## src/rtl/alu_iterative_exec.sv

```systemverilog
// Multi-cycle ALU execute stage: logic/arith ops complete in one cycle, shifts run bit-serially.
// Define ALU_BARREL_SHIFT_EN to replace the serial shifter with a single-cycle barrel shifter.
module alu_iterative_exec #(
    parameter int WIDTH = 32,
    parameter int SHW   = $clog2(WIDTH)
) (
    input  logic             clk,
    input  logic             reset,
    input  logic             valid_i,
    output logic             ready_o,
    input  logic [3:0]       ALU_Operation_i,
    input  logic [WIDTH-1:0] a_i,
    input  logic [WIDTH-1:0] b_i,
    output logic [WIDTH-1:0] result_o,
    output logic             zero_o,
    output logic             done_o
);

    localparam logic [3:0] OP_ADD   = 4'b0000;
    localparam logic [3:0] OP_SUB   = 4'b0001;
    localparam logic [3:0] OP_XOR   = 4'b0010;
    localparam logic [3:0] OP_OR    = 4'b0011;
    localparam logic [3:0] OP_AND   = 4'b0100;
    localparam logic [3:0] OP_SLL   = 4'b0101;
    localparam logic [3:0] OP_SRL   = 4'b0110;
    localparam logic [3:0] OP_SRA   = 4'b0111;
    localparam logic [3:0] OP_SLT   = 4'b1000;
    localparam logic [3:0] OP_PASSB = 4'b1001;

    typedef enum logic [0:0] {
        S_IDLE  = 1'b0,
        S_SHIFT = 1'b1
    } state_t;

    state_t                  r_state;
    logic [SHW-1:0]          r_cnt;
    logic signed [WIDTH-1:0] r_result;
    logic                    r_zero;
    logic                    r_done;
    logic                    r_ready;
    logic signed [WIDTH-1:0] r_work;
    logic [1:0]              r_sh_kind;

    logic                    w_accept;
    logic                    w_start_shift;
    logic signed [WIDTH-1:0] w_alu;
    logic signed [WIDTH-1:0] w_next_work;

    // Single-cycle result; in serial mode a shift only lands here when its amount is zero.
    function automatic logic [WIDTH-1:0] f_alu(input logic [3:0] op,
                                               input logic [WIDTH-1:0] a,
                                               input logic [WIDTH-1:0] b);
        logic [WIDTH-1:0] res;
        res = '0;
        case (op)
            OP_ADD:   res = a + b;
            OP_SUB:   res = a - b;
            OP_XOR:   res = a ^ b;
            OP_OR:    res = a | b;
            OP_AND:   res = a & b;
`ifdef ALU_BARREL_SHIFT_EN
            OP_SLL:   res = a << b[SHW-1:0];
            OP_SRL:   res = a >> b[SHW-1:0];
            OP_SRA:   res = $unsigned($signed(a) >>> b[SHW-1:0]);
`else
            OP_SLL:   res = a;
            OP_SRL:   res = a;
            OP_SRA:   res = a;
`endif
            OP_SLT:   res = {{(WIDTH-1){1'b0}}, ($signed(a) < $signed(b))};
            OP_PASSB: res = b;
            default:  res = '0;
        endcase
        return res;
    endfunction

    // One shift step; kind is the low two op bits (01 SLL, 10 SRL, 11 SRA).
    function automatic logic [WIDTH-1:0] f_shift1(input logic [1:0] kind,
                                                  input logic [WIDTH-1:0] w);
        logic [WIDTH-1:0] res;
        case (kind)
            2'b01:   res = {w[WIDTH-2:0], 1'b0};
            2'b10:   res = {1'b0, w[WIDTH-1:1]};
            default: res = {w[WIDTH-1], w[WIDTH-1:1]};
        endcase
        return res;
    endfunction

    assign w_accept    = valid_i & r_ready;
    assign w_alu       = f_alu(ALU_Operation_i, a_i, b_i);
    assign w_next_work = f_shift1(r_sh_kind, r_work);

`ifdef ALU_BARREL_SHIFT_EN
    assign w_start_shift = 1'b0;
`else
    logic w_is_shift;
    assign w_is_shift    = (ALU_Operation_i == OP_SLL) || (ALU_Operation_i == OP_SRL) ||
                           (ALU_Operation_i == OP_SRA);
    assign w_start_shift = w_accept & w_is_shift & (b_i[SHW-1:0] != '0);
`endif

    // Control: state, counter and registered outputs
    always_ff @(posedge clk or negedge reset) begin
        if (!reset) begin
            r_state  <= S_IDLE;
            r_cnt    <= '0;
            r_result <= '0;
            r_zero   <= 1'b1;
            r_done   <= 1'b0;
            r_ready  <= 1'b1;
        end else begin
            r_done <= 1'b0;
            case (r_state)
                S_IDLE: begin
                    if (w_start_shift) begin
                        r_state <= S_SHIFT;
                        r_cnt   <= b_i[SHW-1:0];
                        r_ready <= 1'b0;
                    end else if (w_accept) begin
                        r_result <= w_alu;
                        r_zero   <= (w_alu == '0);
                        r_done   <= 1'b1;
                    end
                end
                S_SHIFT: begin
                    r_cnt <= r_cnt - 1'b1;
                    if (r_cnt == SHW'(1)) begin
                        r_result <= w_next_work;
                        r_zero   <= (w_next_work == '0);
                        r_done   <= 1'b1;
                        r_ready  <= 1'b1;
                        r_state  <= S_IDLE;
                    end
                end
                default: begin
                    r_state <= S_IDLE;
                    r_ready <= 1'b1;
                end
            endcase
        end
    end

    // Datapath: working shift register, meaningful only while in SHIFT
    always_ff @(posedge clk) begin
        if (w_start_shift) begin
            r_work    <= a_i;
            r_sh_kind <= ALU_Operation_i[1:0];
        end else if (r_state == S_SHIFT) begin
            r_work <= w_next_work;
        end
    end

    assign ready_o  = r_ready;
    assign result_o = r_result;
    assign zero_o   = r_zero;
    assign done_o   = r_done;

endmodule

```

## config.mk

```make
export PLATFORM = sky130hd
export DESIGN_NAME = alu_iterative_exec
export DESIGN_NICKNAME = d
export VERILOG_FILES = /design/src/rtl/alu_iterative_exec.sv
export SDC_FILE = /design/constraint.sdc
export NUM_CORES = 1
export LEC_CHECK = 0
export ABC_AREA = 1
export CAP_MARGIN = 40
export CORE_UTILIZATION = 35
export CTS_CLUSTER_SIZE = 10
export DETAILED_ROUTE_END_ITERATION = 12
export PLACE_DENSITY_LB_ADDON = 0.05
export SETUP_SLACK_MARGIN = 0.02
export SLEW_MARGIN = 20
export SYNTH_ARGS = -nofsm -noshare
export SYNTH_HDL_FRONTEND = slang
export SYNTH_SLANG_ARGS = --single-unit
```

## constraint.sdc

```tcl
create_clock -name clk -period 2.7 [get_ports clk]
set_input_delay 0.54 -clock clk [delete_from_list [all_inputs] [get_ports clk]]
set_output_delay 0.54 -clock clk [all_outputs]
set_load 0.01 [all_outputs]
```

# After elaboration in Yosys (flattened, before gate mapping)
# Index checks and enable logic that the tools add are counted.
# op_classes
addsub,3
n_mul,0
div_mod_pow,0
n_lt_le_gt_ge,1
n_eq_ne,16
shifts,0
mux,24
bitwise,7
n_reduce_logical,10
# ops
op,n
32-bit case mux with 8 select lines,1
32-bit 2-to-1 mux,5
32-bit case mux with 2 select lines,2
32-bit zero test,2
32-bit adder,1
32-bit bitwise AND,1
32-bit < comparator,1
32-bit bitwise OR,1
32-bit subtractor,1
32-bit XOR,1
"4-bit by 3-bit == test with 1-bit output, second input constant",4
1-bit 2-to-1 mux,10
5-bit case mux with 2 select lines,1
"4-bit by 2-bit == test with 1-bit output, second input constant",2
"4-bit == test, second input constant",2
1-bit case mux with 2 select lines,4
"2-bit inequality test, second input constant",3
"5-bit by 1-bit == test with 1-bit output, second input constant",1
5-bit 2-to-1 mux,1
5-bit nonzero test,1
"5-bit by 1-bit subtractor with 5-bit output, second input constant",1
"4-bit by 1-bit == test with 1-bit output, second input constant",1
4-bit zero test,1
1-bit bitwise AND,3
9 further kinds,10
# totals
ff_bits,75
latch_bits,0
ram_bits,0
romBits,0
in_bits,71
output_inout_bits,35
word_cells,69
mem_count,0

# Longest topological paths before layout
# Gate-level depths: netlist of run 1.
# logic_depth
depth_word,7
mapped_depth,22

# Worst setup path before layout of run 1
# No wires, ideal clock.
# synth_timing
kind,input -> register
from,input port a_i[0]
to,"register r_zero, in the netlist zero_o"
setup_ns,0.073
arrival_ns,2.368
required_ns,2.627
path_slack_ns,0.259
stages,20
path_buffers,0
cell_sequence,inv_1 -> ha_1 -> fa_1 -> inv_1 -> nand2_1 -> nand2_1 -> nand2_1 -> nand2_2 -> nand2_1 -> nand2_1 -> nand2_1 -> nand2_1 -> nand2_1 -> nand3_1 -> nand2_1 -> nor2_1 -> nand2_1 -> nor2_1 -> nand3_1 -> a21oi_1
# synth_between
elab_chain_cells,6
elab_cells_between_ends,11
# synth_rtl
element,line_no,rtl
"start, declared",12,"input logic [WIDTH-1:0] a_i,"
"32-bit subtractor, or another cell as far along",57,OP_SUB: res = a - b;
32-bit case mux with 8 select lines *,55,case (op)
32-bit zero test *,121,r_zero <= (w_alu == '0);
1-bit 2-to-1 mux *,119,end else if (w_accept) begin
1-bit 2-to-1 mux *,115,if (w_start_shift) begin
1-bit case mux with 2 select lines *,113,case (r_state)
"end signal, assigned",121,
"end signal, assigned",129,r_zero <= (w_next_work == '0);
"end, declared",38,logic r_zero;
# Every way passes the cells marked *; elsewhere a longest branch is shown, timed or not. The select of a mux whose other input is x is not followed.
# A chain may end at the register's enable or synchronous reset.

# Worst setup path after layout of run 1
# layout_timing
from,input port b_i[0]
to,"register r_zero, in the netlist zero_o"
# layout_between
elab_chain_cells,6
elab_cells_between_ends,15
# layout_rtl
element,line_no,rtl
"start, declared",13,"input logic [WIDTH-1:0] b_i,"
"32-bit subtractor, or another cell as far along",57,
32-bit case mux with 8 select lines,55,
32-bit zero test,121,
1-bit 2-to-1 mux,119,
1-bit 2-to-1 mux,115,
1-bit case mux with 2 select lines,113,
# Parallel ways exist; a longest one is shown, timed or not. The select of a mux whose other input is x is not followed.

==> impl_metrics.env, run 1 <==
export IMPL_status="finished clean"
export IMPL_regArea_um2=2049
export IMPL_multi_input_area_um2=8815
export IMPL_overflow=0
export IMPL_clockBufferDepth=2
export IMPL_gp_congestion=0.9839
export IMPL_cts_root_buffer_cell="clkbuf_16"
export IMPL_synthCells=1910
export IMPL_final_common_cell="nand2_1"
export IMPL_critical_path_top_delay_family="simple AND/OR/NAND/NOR gates"
export IMPL_cts_max_level=3
export IMPL_clk_insertion_delay_late_ps=340
export IMPL_drv_slew=0
export IMPL_fin_crit_ps=2603
export IMPL_final_nets=2624
export IMPL_cts_sinks=75
export IMPL_area_growth_pct=60.65
export IMPL_power_total_mw=8.577
export IMPL_hold_viol=0
export IMPL_drt_met1_wl_mm=24.71
export IMPL_cts_tree="yes"
export IMPL_via_per_inst=5.044
export IMPL_io_buffers=105
export IMPL_grt_max_degree=45
export IMPL_hpwl_mm=43.60
export IMPL_drive_gt1_share_pct=36.63
export IMPL_min_period_over_period_pct=96.40
export IMPL_worst_pin_slew_ps=635.9
export IMPL_cap_viol_max_count=0
export IMPL_grt_pass1_vias=13690
export IMPL_slew_headroom_pct=57.16
export IMPL_power_density_nw_per_um2=480.8
export IMPL_met3_length_mm=3.485
export IMPL_io_pins=106
export IMPL_die_area_um2=32450
export IMPL_first_pass_iters=5
export IMPL_wl_per_cell_um=18.34
export IMPL_hp_class="reg2reg"
export IMPL_routed_wl_mm=51.96
export IMPL_yosys_warnings=0
export IMPL_setup_viol=0
export IMPL_grt_first_pass_wirelength_mm=78.34
export IMPL_start_util_pct=35.93
export IMPL_core_area_um2=30910
export IMPL_cp_arrival_ps=2870
export IMPL_postRouteAntennaNets=0
export IMPL_ys_types=44
export IMPL_top_layer="met4"
export IMPL_drt_drc_violations_left=0
export IMPL_antenna_cells=0
export IMPL_synth_area_per_cell_um2=5.814
export IMPL_dr_total_vias=14290
export IMPL_wl_met2_mm=22.61
export IMPL_fp_dieW_um=180.1
export IMPL_critPathCaptureType="flip-flop"
export IMPL_ys_seq_area_share_pct=18.45
export IMPL_cts_buffers=9
export IMPL_final_cell_mix="nand2_1 (495), buf_4 (448), inv_1 (277), nor2_1 (123), nand3_1 (120)"
export IMPL_max_stage_delay_ps=360
export IMPL_max_freq_mhz=384.2
export IMPL_cp_start_kind="primary input"
export IMPL_ir_drop_mv=0.3895
export IMPL_synth_seq_cells=75
export IMPL_cp_buffers_inverters=3
export IMPL_crit_chain="clkdlybuf4s15_2 -> buf_4 -> ha_4 -> fa_2 -> inv_2 -> nand3_2 -> nand3b_4 -> nand2_2 -> nand2_2 -> nand2_1 -> nand2_1 -> nand2_1 -> nand3_1 -> nand3_2 -> nor2_1 -> nand2_1 -> nor2_2 -> nand3_1 -> a21oi_2"
export IMPL_antenna_found_initial=3
export IMPL_track_usage_pct=31.67
export IMPL_synth_nets=2100
export IMPL_p_leak_nw=9.551
export IMPL_crit_top_cell="nand2_1"
export IMPL_drt_initial_drc_count=1149
export IMPL_nFillCells=3183
export IMPL_die_h_um=180.1
export IMPL_crit_required_ps=2970
export IMPL_utilization_pct=57.72
export IMPL_clock_skew_final_ps=8.739
export IMPL_path_class="in2reg"
export IMPL_critPathMaxFanout=4
export IMPL_clkSlewWorstSetupHoldPaths_ps=50
export IMPL_whs_ps=473.2
export IMPL_syn_area_um2=11110
export IMPL_crit_slowest_cell="fa_2"
export IMPL_rows=64
## final timing paths
path	from	to	slack, ps	cells after the start
min in group asynchronous	reset	r_cnt[4]$_DFFE_PN0P_	540	2
max in group asynchronous	reset	result_o[8]$_DFFE_PN0P_	1630	4
worst min register to register	result_o[24]$_DFFE_PN0P_	result_o[24]$_DFFE_PN0P_	470	2
worst max register to register	r_sh_kind[1]$_DFFE_PP_	zero_o$_DFFE_PN1P_	220	9
worst min-delay path	result_o[24]$_DFFE_PN0P_	result_o[24]$_DFFE_PN0P_	470	2
worst max-delay path	b_i[0]	zero_o$_DFFE_PN1P_	100	19
## sequential cells by signal, summed over array words and instances, names as in the netlist
register   flops
r_sh_kind      2
r_cnt          5
r_work        32
result_o      32
zero_o         1
ready_o        1
done_o         1
r_state        1
## logic make-up (layout without fill, tap and decap cells)
family	Yosys count	in the layout	share of synthesized area (%)
DFF	75	75	18.45
adders and majority gates	119	119	13.54
buffers and inverters	427	955	15.85
AOI/OAI and AO/OA	272	272	14.18
and+or+nand+nor	1013	1013	37.65
xor gates and xnor gates	4	4	0.3155
## routing by layer
layer  track usage, %  up-vias
met5                0        -
met4            7.966        0
met3            3.112       66
met2            50.04      526
met1            45.86     6620
li1                 -     7082
## what timing repair did
action | in CTS | in global routing
endpoints found under the setup margin | 25 | 17
buffers inserted | 27 | 19
resized for setup | 314 | 237
pin swaps | 67 | 107
hold buffers | 0 | 1
hold endpoints to repair | 0 | 1
## cell usage after synthesis, drive strengths merged
cell type	n	share of area, %
o22ai	47	2.6
a211oi	7	0.47
buf	51	3.1
ha	117	13
o21bai	4	0.27
clkinv	1	0.034
a41oi	1	0.079
inv	356	12
nand3b	3	0.32
nand4	18	1.0
dfrtp	39	8.8
a31o	1	0.079
a22o	1	0.079
a22oi	10	0.68
o21a	4	0.27
and2	4	0.23
a2111oi	1	0.14
xor2	2	0.16
nand2	602	20
nor2	200	7.1
o21ai	107	4.9
and3	1	0.056
clkbuf	19	0.65
dfstp	2	0.47
fa	2	0.36
nand3	164	7.5
o221ai	17	1.3
a21oi	71	3.2
o22a	1	0.079
nor3	16	0.77
nor4	5	0.28
xnor2	2	0.16
edfxtp	34	9.2
## stage by stage
step           std cells  setup TNS [ps]  area [um^2]  worst slack [ps]
3_5_place_dp        2771          -17130        15580            -794.3
4_1_cts             2813               0        16990             9.146
2_1_floorplan       1910               0        11110             259.3
5_1_grt             2834          -10.63        17840            -10.63
3_3_place_gp        2771          -15400        15580            -807.5
6_report            2834               0        17840             97.13
## where the power goes
group | leakage (nW) | switching [mW] | internal (mW)
clock | 0.141 | 0.442 | 0.689
sequential | 0.850 | 0.288 | 1.87
combinational | 8.56 | 2.92 | 2.36
total | 9.55 | 3.65 | 4.92
## worst min-delay path: cells and delay by family (launching register included)
family | cells | cell delay (ps)
flip-flops | 1 | 340
AND/OR/NAND/NOR | 2 | 100
## final cells by class
| cell class | count | area share [%] |
|---|---|---|
| Clock inverter | 2 | 0.05610 |
| Clock buffer | 13 | 1.515 |
| Tap cell | 396 | 2.777 |
| Timing Repair Buffer | 583 | 27.22 |
| Sequential cell | 75 | 11.49 |
| Multi-Input combinational cell | 1408 | 49.41 |
| Inverter | 357 | 7.539 |
Note: power is estimated with default switching activity, not from simulation.
==> inputs of run 2 (changes only) <==
Settings changed: SETUP_SLACK_MARGIN 0.02 to unset.
Clock period 2.7 ns to 3.3 ns, I/O delays scaled along.
==> run 2 against run 1 <==
Via count shrank 3.1%. Register-to-register slack gained 460 ps. Die area is the same. Final area shrank 11%. Total power shrank 23%. Critical path depth shrank 1. Critical endpoint unchanged. Clock skew shrank 2.7 ps. Largest power group unchanged. Clock-buffer cell count shrank 1. Critical path type unchanged. Sequential cell count is the same. Sequential share of layout area grew 1.4 points.
==> impl_metrics.env, run 2 (synthesis results as in run 1) <==
export IMPL_final_cell_mix="nand2_1 (573), buf_4 (357), inv_1 (343), nor2_1 (158), nand3_1 (150)"
export IMPL_cp_start_kind="primary input"
export IMPL_crit_required_ps=3560
export IMPL_p_leak_nw=8.607
export IMPL_power_density_nw_per_um2=412.5
export IMPL_ir_drop_mv=0.3762
export IMPL_fin_crit_ps=3123
export IMPL_track_usage_pct=30.17
export IMPL_multi_input_area_um2=7838
export IMPL_drv_slew=0
export IMPL_hp_class="in2async"
export IMPL_first_pass_iters=5
export IMPL_clk_insertion_delay_late_ps=330
export IMPL_critPathCaptureType="flip-flop"
export IMPL_wl_per_cell_um=18.38
export IMPL_nFillCells=3341
export IMPL_min_period_over_period_pct=94.63
export IMPL_cts_root_buffer_cell="clkbuf_16"
export IMPL_status="finished clean"
export IMPL_cp_arrival_ps=3390
export IMPL_cts_tree="yes"
export IMPL_regArea_um2=2049
export IMPL_clock_skew_final_ps=6.007
export IMPL_io_buffers=105
export IMPL_crit_slowest_cell="clkdlybuf4s50_1"
export IMPL_routed_wl_mm=50.09
export IMPL_cap_viol_max_count=0
export IMPL_final_nets=2513
export IMPL_grt_first_pass_wirelength_mm=74.33
export IMPL_grt_max_degree=54
export IMPL_cts_sinks=75
export IMPL_ctsHoldBuffers=0
export IMPL_worst_pin_slew_ps=556.7
export IMPL_max_freq_mhz=320.2
export IMPL_r2r_cells=11
export IMPL_area_growth_pct=43.69
export IMPL_fin_area_um2=15960
export IMPL_rows=64
export IMPL_core_area_um2=30910
export IMPL_whs_ps=205.1
export IMPL_slew_headroom_pct=62.49
export IMPL_overflow=0
export IMPL_crit_chain="clkdlybuf4s50_1 -> inv_1 -> ha_4 -> buf_4 -> nand2_1 -> nor2_4 -> nand2_1 -> inv_1 -> nand3_2 -> nand3_1 -> nand2_1 -> nand3_2 -> nand3_4 -> nor2_4 -> nand2_1 -> nor2_1 -> nand3_1 -> a21oi_1"
export IMPL_fp_dieW_um=180.1
export IMPL_io_pins=106
export IMPL_cts_buffers=9
export IMPL_die_area_um2=32450
export IMPL_start_util_pct=35.93
export IMPL_max_stage_delay_ps=560
export IMPL_drt_initial_drc_count=1290
export IMPL_crit_top_cell="nand2_1"
export IMPL_postRouteAntennaNets=0
export IMPL_final_common_cell="nand2_1"
export IMPL_grt_pass1_vias=12800
export IMPL_hold_viol=0
export IMPL_dr_total_vias=13850
export IMPL_cts_max_level=3
export IMPL_die_h_um=180.1
export IMPL_hpwl_mm=42.46
export IMPL_via_per_inst=5.081
export IMPL_clkSlewWorstSetupHoldPaths_ps=60
export IMPL_placed_area_um2=15050
export IMPL_clockBufferDepth=2
export IMPL_path_class="in2reg"
export IMPL_drive_gt1_share_pct=22.77
export IMPL_gp_congestion=1.051
export IMPL_drt_drc_violations_left=0
export IMPL_critPathMaxFanout=5
export IMPL_setup_viol=0
export IMPL_antenna_found_initial=3
[run 2: cell types whose count changed in the layout (fill, tap and decap cells not counted), sizes merged]
cell | previous run | this run
clkinv | 3 | 5
clkdlybuf4s50 | 42 | 101
dlygate4sd2 | 25 | 0
buf | 478 | 368
clkbuf | 19 | 12
dlymetal6s2s | 26 | 3
clkdlybuf4s15 | 5 | 0
dlygate4sd3 | 1 | 0
diode | 0 | 1
[run 2: path summary, 6_finish.rpt]
check | startpoint | endpoint | slack, ps
setup reg to reg | r_sh_kind[0]$_DFFE_PP_ | zero_o$_DFFE_PN1P_ | 680
max in group asynchronous | reset | zero_o$_DFFE_PN1P_ | 2560
min in group clk | ready_o$_DFFE_PN1P_ | ready_o$_DFFE_PN1P_ | 470
setup / recovery | b_i[14] | zero_o$_DFFE_PN1P_ | 180
hold reg to reg | ready_o$_DFFE_PN1P_ | ready_o$_DFFE_PN1P_ | 470
hold / removal | reset | r_cnt[4]$_DFFE_PN0P_ | 210
[run 2: layer usage]
metal,vias up,share of wire [%],wire (um),global-route usage (%)
met4,0,2.1,1048,7.897
met1,6394,47,23650,43.33
li1,6869,-,-,-
met3,57,7.4,3720,3.739
met5,-,0,0,0
met2,526,43,21670,47.38
[run 2: worst max-delay path: cells and delay by family]
| kind | cells | cell delay (ps) |
|---|---|---|
| AND/OR/NAND/NOR | 12 | 1310 |
| buffers and inverters | 4 | 960 |
| AO/OA/AOI/OAI | 1 | 150 |
| adder cells (fa/ha/maj) | 1 | 320 |
[run 2: what timing repair did]
action / in CTS / in global routing
setup endpoints to repair: 2 / 11
buffers inserted: 0 / 6
gates resized for setup: 7 / 132
pin swaps: 0 / 23
[run 2: through the flow]
step	setup TNS [ps]	power (mW)	std cells	utilization (%)	worst slack [ps]
after global routing	-9.687	7.055	2724	51.62	-9.687
final	0	6.583	2725	51.63	177.3
after CTS	0	6.454	2718	49.74	0.1645
after floorplan	0	3.693	1910	-	739.3
after detailed placement	-3161	5.462	2702	48.69	-491.6
after global placement	-2795	5.435	2701	48.62	-517.5
[run 2: cell type report]
class                   instances  share of cell area, %
diodes                          1                0.01568
clock inverters                 4                 0.1333
clock buffers                  12                  1.741
flip-flops and latches         75                  12.84
repair buffers                472                  24.65
well taps                     396                  3.105
multi-input cells            1408                  49.11
inverters                     357                  8.397
[run 2: where the power goes]
group / switching, mW / total, mW / internal [mW]
clock network: 0.368 / 0.958 / 0.590
logic: 2.18 / 3.85 / 1.67
registers: 0.241 / 1.77 / 1.53
